$ cat src/rtl/usb_pkg.sv
// Shared USB receive-path types: PID constants, packet error codes and
// the receive packet controller state encoding.
package usb_pkg;

    localparam logic [3:0] PID_DATA0 = 4'b0011;
    localparam logic [3:0] PID_DATA1 = 4'b1011;
    localparam logic [3:0] PID_DATA2 = 4'b0111;
    localparam logic [3:0] PID_MDATA = 4'b1111;
    localparam logic [3:0] PID_ACK   = 4'b0010;

    typedef enum logic [2:0] {
        NONE     = 3'd0,
        PID_ERR  = 3'd1,
        SHORT    = 3'd2,
        CRC_ERR  = 3'd3,
        OVERFLOW = 3'd4,
        OVERRUN  = 3'd5,
        RX_ERR   = 3'd6
    } rx_err_t;

    typedef enum logic [2:0] {
        IDLE  = 3'd0,
        DATA  = 3'd1,
        SKIP  = 3'd2,
        CHECK = 3'd3,
        DONE  = 3'd4
    } rx_state_t;

    function automatic logic is_data_pid(input logic [3:0] p);
        return (p == PID_DATA0) || (p == PID_DATA1) ||
               (p == PID_DATA2) || (p == PID_MDATA);
    endfunction

endpackage

$ cat src/rtl/usb_rx_hold2.sv
// Two-byte delay line that keeps the trailing CRC16 bytes of a DATA packet
// away from the FIFO; out_byte is the oldest held byte once two are held.
module usb_rx_hold2 (
    input  logic       clk,
    input  logic       n_rst,
    input  logic       push,
    input  logic       flush,
    input  logic [7:0] in_byte,
    output logic       out_valid,
    output logic [7:0] out_byte,
    output logic [1:0] count
);

    logic [7:0] b0;
    logic [7:0] b1;

    always_ff @(posedge clk or negedge n_rst) begin
        if (!n_rst) begin
            b0    <= 8'h00;
            b1    <= 8'h00;
            count <= 2'd0;
        end else if (flush) begin
            count <= 2'd0;
        end else if (push) begin
            case (count)
                2'd0: begin
                    b0    <= in_byte;
                    count <= 2'd1;
                end
                2'd1: begin
                    b1    <= in_byte;
                    count <= 2'd2;
                end
                default: begin
                    // Full: the oldest byte leaves through out_byte this cycle.
                    b0 <= b1;
                    b1 <= in_byte;
                end
            endcase
        end
    end

    assign out_valid = (count == 2'd2);
    assign out_byte  = b0;

endmodule

$ cat src/rtl/usb_rx_pkt_ctrl.sv
// Receive packet controller: PID decode/check, CRC16 byte feed, payload
// streaming to the RX FIFO with CRC bytes held back, and end-of-packet status.
module usb_rx_pkt_ctrl
    import usb_pkg::*;
#(
    parameter int MAX_PAYLOAD = 1023,
    parameter int LEN_W       = 11
) (
    input  logic             clk,
    input  logic             n_rst,
    input  logic             byte_valid,
    input  logic [7:0]       byte_data,
    input  logic             eop,
    input  logic             rx_error,
    output logic             crc_clr,
    output logic             crc_en,
    output logic [7:0]       crc_data,
    input  logic             crc_ok,
    input  logic             fifo_full,
    output logic             fifo_wr,
    output logic [7:0]       fifo_wdata,
    output logic             pkt_done,
    output logic             pkt_good,
    output logic [2:0]       err_code,
    output logic [3:0]       pid,
    output logic [LEN_W-1:0] payload_len,
    output rx_state_t        dbg_state
);

    // Flow control: byte_valid, eop and rx_error are single-cycle strobes with
    // no back-pressure toward the bit layer; fifo_full is the only ready-style
    // signal and a write presented while it is high is discarded, never retried.

    localparam logic [LEN_W-1:0] MAX_CNT = LEN_W'(MAX_PAYLOAD);

    rx_state_t        state;
    rx_err_t          err;
    logic             is_data;
    logic [LEN_W-1:0] byte_cnt;

    logic       hold_push;
    logic       hold_flush;
    logic       hold_full;
    logic [7:0] hold_byte;
    logic [1:0] hold_count;

    assign hold_push  = (state == DATA) && byte_valid && !rx_error && !eop &&
                        (err == NONE);
    assign hold_flush = (state == DONE);

    usb_rx_hold2 u_hold (
        .clk       (clk),
        .n_rst     (n_rst),
        .push      (hold_push),
        .flush     (hold_flush),
        .in_byte   (byte_data),
        .out_valid (hold_full),
        .out_byte  (hold_byte),
        .count     (hold_count)
    );

    always_ff @(posedge clk or negedge n_rst) begin
        if (!n_rst) begin
            state       <= IDLE;
            err         <= NONE;
            is_data     <= 1'b0;
            byte_cnt    <= '0;
            crc_clr     <= 1'b0;
            crc_en      <= 1'b0;
            crc_data    <= 8'h00;
            fifo_wr     <= 1'b0;
            fifo_wdata  <= 8'h00;
            pkt_done    <= 1'b0;
            pkt_good    <= 1'b0;
            err_code    <= 3'd0;
            pid         <= 4'h0;
            payload_len <= '0;
        end else begin
            crc_clr  <= 1'b0;
            crc_en   <= 1'b0;
            fifo_wr  <= 1'b0;
            pkt_done <= 1'b0;
            case (state)
                IDLE: begin
                    if (byte_valid) begin
                        crc_clr  <= 1'b1;
                        pid      <= byte_data[3:0];
                        err      <= NONE;
                        byte_cnt <= '0;
                        is_data  <= 1'b0;
                        if (byte_data[3:0] != ~byte_data[7:4]) begin
                            err   <= PID_ERR;
                            state <= SKIP;
                        end else if (is_data_pid(byte_data[3:0])) begin
                            is_data <= 1'b1;
                            state   <= DATA;
                        end else begin
                            state <= SKIP;
                        end
                    end
                end
                DATA: begin
                    if (rx_error && err == NONE) begin
                        err <= RX_ERR;
                    end else if (eop) begin
                        if (err == NONE && hold_count != 2'd2)
                            err <= SHORT;
                    end else if (byte_valid && err == NONE) begin
                        crc_en   <= 1'b1;
                        crc_data <= byte_data;
                        if (hold_full) begin
                            if (byte_cnt >= MAX_CNT) begin
                                err <= OVERFLOW;
                            end else if (fifo_full) begin
                                err <= OVERRUN;
                            end else begin
                                fifo_wr    <= 1'b1;
                                fifo_wdata <= hold_byte;
                                byte_cnt   <= byte_cnt + 1'b1;
                            end
                        end
                    end
                    if (eop)
                        state <= CHECK;
                end
                SKIP: begin
                    if (rx_error && err == NONE)
                        err <= RX_ERR;
                    if (eop)
                        state <= CHECK;
                end
                CHECK: begin
                    // The residual has settled by now: the last byte left the
                    // controller at least two cycles ago.
                    if (rx_error && err == NONE)
                        err <= RX_ERR;
                    else if (is_data && err == NONE && !crc_ok)
                        err <= CRC_ERR;
                    state <= DONE;
                end
                DONE: begin
                    pkt_done    <= 1'b1;
                    pkt_good    <= (err == NONE);
                    err_code    <= err;
                    payload_len <= is_data ? byte_cnt : '0;
                    state       <= IDLE;
                end
                default: begin
                    state <= IDLE;
                end
            endcase
        end
    end

    assign dbg_state = state;

endmodule

$ cat config.mk
export PLATFORM = sky130hd
export DESIGN_NAME = usb_rx_pkt_ctrl
export DESIGN_NICKNAME = d
export VERILOG_FILES = /design/src/rtl/usb_pkg.sv /design/src/rtl/usb_rx_hold2.sv /design/src/rtl/usb_rx_pkt_ctrl.sv
export SDC_FILE = /design/constraint.sdc
export NUM_CORES = 1
export LEC_CHECK = 0
export BUFFER_PORTS_ARGS = -buffer_cell sky130_fd_sc_hd__buf_4
export CORE_MARGIN = 8
export CORE_UTILIZATION = 50
export DETAILED_ROUTE_END_ITERATION = 6
export HOLD_SLACK_MARGIN = 0.08
export PLACE_DENSITY = 0.86
export SYNTH_ARGS = -nofsm -noshare
export SYNTH_HDL_FRONTEND = slang
export SYNTH_SLANG_ARGS = --single-unit
$ cat constraint.sdc
create_clock -name clk -period 2 [get_ports clk]
set_input_delay 0.1 -clock clk [delete_from_list [all_inputs] [get_ports clk]]
set_output_delay 0.1 -clock clk [all_outputs]
set_load 0.02 [all_outputs]
==> flow_summary.rst <==
.. list-table::
   :header-rows: 1

   * - Metric
     - Value
   * - Design internal power
     - just over 3 mW
   * - Achievable frequency
     - around 0.48 GHz
   * - Routability cong.
     - ~0.86
   * - Total buffers and inverters traversed by the critical path
     - 0
   * - Crit Path Max Fanout
     - 6
   * - Post-DR wirelength/cell
     - about 17 um
   * - Met3 wirelength from detailed routing
     - 556 um
   * - Met1 Routed Length
     - 3.93 mm
   * - Site row count
     - 30
   * - Final-stage net count
     - roughly 470
   * - Synth Net Count
     - between 300 and 400
   * - Ordered list of cells on the worst path
     - or4b_4, or4_4, or4_1, nand2_1
   * - Die width
     - 98.2 um
   * - Actual slew at the worst max-slew pin
     - 0.654 ns
   * - Routed vias/inst
     - 5.74
   * - Clk_skew
     - 0.00577 ns
   * - Flip-flop and latch count after synthesis
     - between 70 and 80
   * - Number of nets with antenna violations after routing
     - 0
   * - Layout area overhead
     - 34.7%
   * - Relative slew slack
     - 0.558
   * - Maximum number of pins on one net before global-route repair
     - 45
   * - VDD IR max
     - approximately 0.00061 V
   * - Initial antenna violation count
     - 0
   * - Insertion delay to the later sink of the worst-skew pair
     - 0.36 ns
   * - Clock-pin slew on the worst setup and hold paths
     - about 0.080 ns
   * - Clock Sinks
     - 75
   * - Max-cap check violation count
     - 0
   * - Leakage dissipation
     - about 2.4 nW
   * - Crit path setup slack, layout
     - -0.0892 ns
   * - Cell type with the highest aggregate area in the netlist
     - sky130_fd_sc_hd__dfrtp_1
   * - Mapped Area
     - ~3400 um^2
   * - Vias after detailed routing
     - ~3,100
   * - Slowest cell on crit path
     - sky130_fd_sc_hd__or4b_4
   * - Unrepaired setup endpoints after global routing
     - yes
   * - Number of max-slew violations in the final report
     - 0
   * - Proportion of synthesized chip area in sequential cells
     - 0.556
   * - Violated checks
     - setup timing
   * - Floorplan die height
     - between 90 and 100 um
   * - Peak per-stage delay on the critical path
     - between 0.5 and 0.6 ns
   * - Clock Power Share
     - 0.261
   * - Count of different cell masters after synthesis
     - between 50 and 60
   * - Synth Flop Type
     - sky130_fd_sc_hd__dfrtp_1
   * - Remaining routing DRC violations
     - 0
   * - Detailed Routing Iterations Pass 1
     - 5
   * - Placed wire-length estimate after detailed placement
     - around 6.3 mm
   * - Worst EP required
     - approximately 2.3 ns
   * - Count of placed standard cells in the final layout, fillers left out
     - 541
   * - Category of cells accounting for the largest share of critical-path delay
     - simple AND/OR/NAND/NOR gates
   * - Synth async-reset ratio
     - 1.00
   * - First-pass GRT wire length
     - 15.7 mm
   * - Crit Path Class
     - flop to flop
   * - Total number of H-tree levels
     - 3
   * - Overall die area
     - slightly below 10,000 um^2
   * - CTS tree
     - done
   * - Startpoint class of the critical path
     - flop
   * - Placement-stage cell area
     - around 4100 um^2
   * - Min Clock Period, post-route
     - roughly 2.1 ns
   * - Count of synthesis-stage warnings from yosys
     - 0
   * - Total congestion overflow
     - 0
   * - Final setup violation count
     - 5
   * - Vias in the first global route
     - roughly 3,200
   * - Final instance area
     - about 4600 um^2
   * - Share of the clock period used by the worst path after layout
     - 1.04
   * - Proportion of layout cells with a drive suffix above 1
     - 0.304
   * - CTS buffer count
     - 9
   * - Most common cell after layout, fill and taps aside
     - sky130_fd_sc_hd__nand2_1
   * - Share of total power in combinational logic
     - 0.323
   * - Most used cells in the layout excluding fill and tap cells
     - sky130_fd_sc_hd__nand2_1, sky130_fd_sc_hd__buf_4, sky130_fd_sc_hd__dfrtp_1
   * - Post-synth EDFFs
     - 0
   * - Share of the synthesized area in the top cell type
     - 0.556
   * - Outcome
     - finished with violations
   * - PortBufs
     - 56
   * - Highest metal used
     - met4
   * - Sequential share of power
     - 0.416
   * - Worst hold path type
     - primary input to flop
   * - Hold violation count in the final report
     - 0
   * - Wire length on met2
     - between 4 and 5 mm
   * - Overall track demand over capacity in global routing
     - 0.202
   * - Max Root-Sink Buffers
     - 2
   * - IO Count
     - 57
   * - Starting density of the core
     - 0.506
   * - Average instance area after synthesis
     - around 9.5 um^2
   * - Antenna cells
     - 0
   * - Proportion of total power due to net switching
     - 0.344
   * - Cells after DPL
     - 511
   * - Floorplan core area
     - 6680 um^2
   * - Endpoint type of the worst setup path
     - flop
   * - Clock Tree Root
     - sky130_fd_sc_hd__clkbuf_8
   * - Cells after synthesis
     - roughly 360
   * - CP arrival
     - about 2.4 ns
   * - Area contributors post-synth
     - sky130_fd_sc_hd__dfrtp_1, sky130_fd_sc_hd__nand2_1, sky130_fd_sc_hd__a22oi_1
   * - Overall routed net length
     - ~9.4 mm
   * - Iteration-0 DRC Markers
     - about 220
   * - Power Density
     - about 1000 nW/um^2
   * - Switching power of the nets
     - approximately 1.6 mW
-- metal layers --
metal  track usage  vias up
met3        0.0413       25
met1         0.250     1520
met4         0.124        0
met2         0.318      133
met5             0        -
li1              -     1430
-- what timing repair did --
item / in CTS / in global routing
gates resized for setup: 7 / 14
endpoints found under the hold margin: 62 / 0
buffers inserted: 2 / 3
pin swaps: 0 / 2
setup endpoints to repair: 21 / 30
hold buffers: 9 / 0
-- worst register-to-register path: stages, from the launching register on --
cell	delay (ns)
sky130_fd_sc_hd__dfrtp_2	0.41
sky130_fd_sc_hd__or4b_4	0.53
sky130_fd_sc_hd__or4_4	0.48
sky130_fd_sc_hd__or4_1	0.52
sky130_fd_sc_hd__nand2_1	0.11
-- flip-flops by register name, summed over array words and instances, names as in the netlist, 2 cells and up --
signal           cells
u_hold.out_byte      8
err                  3
payload_len         11
dbg_state            3
fifo_wdata           8
crc_data             8
pid                  4
u_hold.b1            8
byte_cnt            11
err_code             3
u_hold.count         2
-- stage by stage --
step / hold slack [ns] / power (mW) / util / TNS, ns / worst slack [ns]
CTS: 0.183 / 4.61 / 0.671 / -0.0761 / -0.0418
floorplan: -0.196 / 2.77 / - / -0.224 / -0.0916
finish: 0.187 / 4.64 / 0.681 / -0.304 / -0.0892
global placement: 0.119 / 3.33 / 0.620 / -0.227 / -0.0766
global route: 0.247 / 4.90 / 0.681 / -0.672 / -0.137
detailed placement: 0.134 / 3.40 / 0.620 / -0.481 / -0.152
-- final cells by class --
cell class | instances | area (um^2)
well taps | 80 | 100
flip-flops and latches | 75 | 1880
fillers | 472 | 2130
multi-input cells | 255 | 1490
clock inverters | 4 | 48.8
clock buffers | 12 | 155
repair buffers | 108 | 853
inverters | 7 | 26.3
-- final timing paths --
path	endpoint	slack [ns]	cells after the start	startpoint
worst max-delay path	byte_cnt[6]$_DFFE_PN0P_	-0.09	4	dbg_state[2]$_DFFE_PN0P_
worst max register to register	byte_cnt[6]$_DFFE_PN0P_	-0.09	4	dbg_state[2]$_DFFE_PN0P_
worst min-delay path	dbg_state[1]$_DFFE_PN0P_	0.19	4	byte_valid
worst min register to register	payload_len[8]$_DFFE_PN0P_	0.47	2	payload_len[8]$_DFFE_PN0P_
max in group asynchronous	payload_len[4]$_DFFE_PN0P_	1.16	3	n_rst
min in group asynchronous	u_hold.b1[5]$_DFFE_PN0P_	0.26	2	n_rst
-- cells by family (layout without fill, tap and decap cells) --
family,Yosys count,count (layout),synth area share
xor+xnor,7,7,0.0181
simple gates,180,180,0.255
buf+inv,25,131,0.0300
fa+ha+maj,1,1,0.00370
flops,75,75,0.556
mux,6,6,0.0196
compound gates,61,61,0.118
-- power groups by stage --
stage / combinational [mW] / sequential [mW] / clock (mW)
final: 1.50 / 1.93 / 1.21
after global placement: 1.40 / 1.94 / 0
after floorplan: 0.648 / 2.12 / 0
after global routing: 1.65 / 1.96 / 1.29
after CTS: 1.47 / 1.93 / 1.21
after detailed placement: 1.44 / 1.95 / 0
-- cell usage after synthesis, drive strengths merged, types with 2 or more instances --
master and n:
nand2 106, dfrtp 75, nand3 20, o21ai 18
a22oi 16, nor2 16, clkbuf 13, a21oi 10
inv 7, buf 5, mux2 5, nor3 5
nand2b 4, nor2b 4, xor2 4, a21o 3
nand3b 3, nor3b 3, nor4 3, nor4b 3
o21a 3, or4 3, xnor2 3, and3 2
or4b 2
Power figures use the tool's default switching activity.
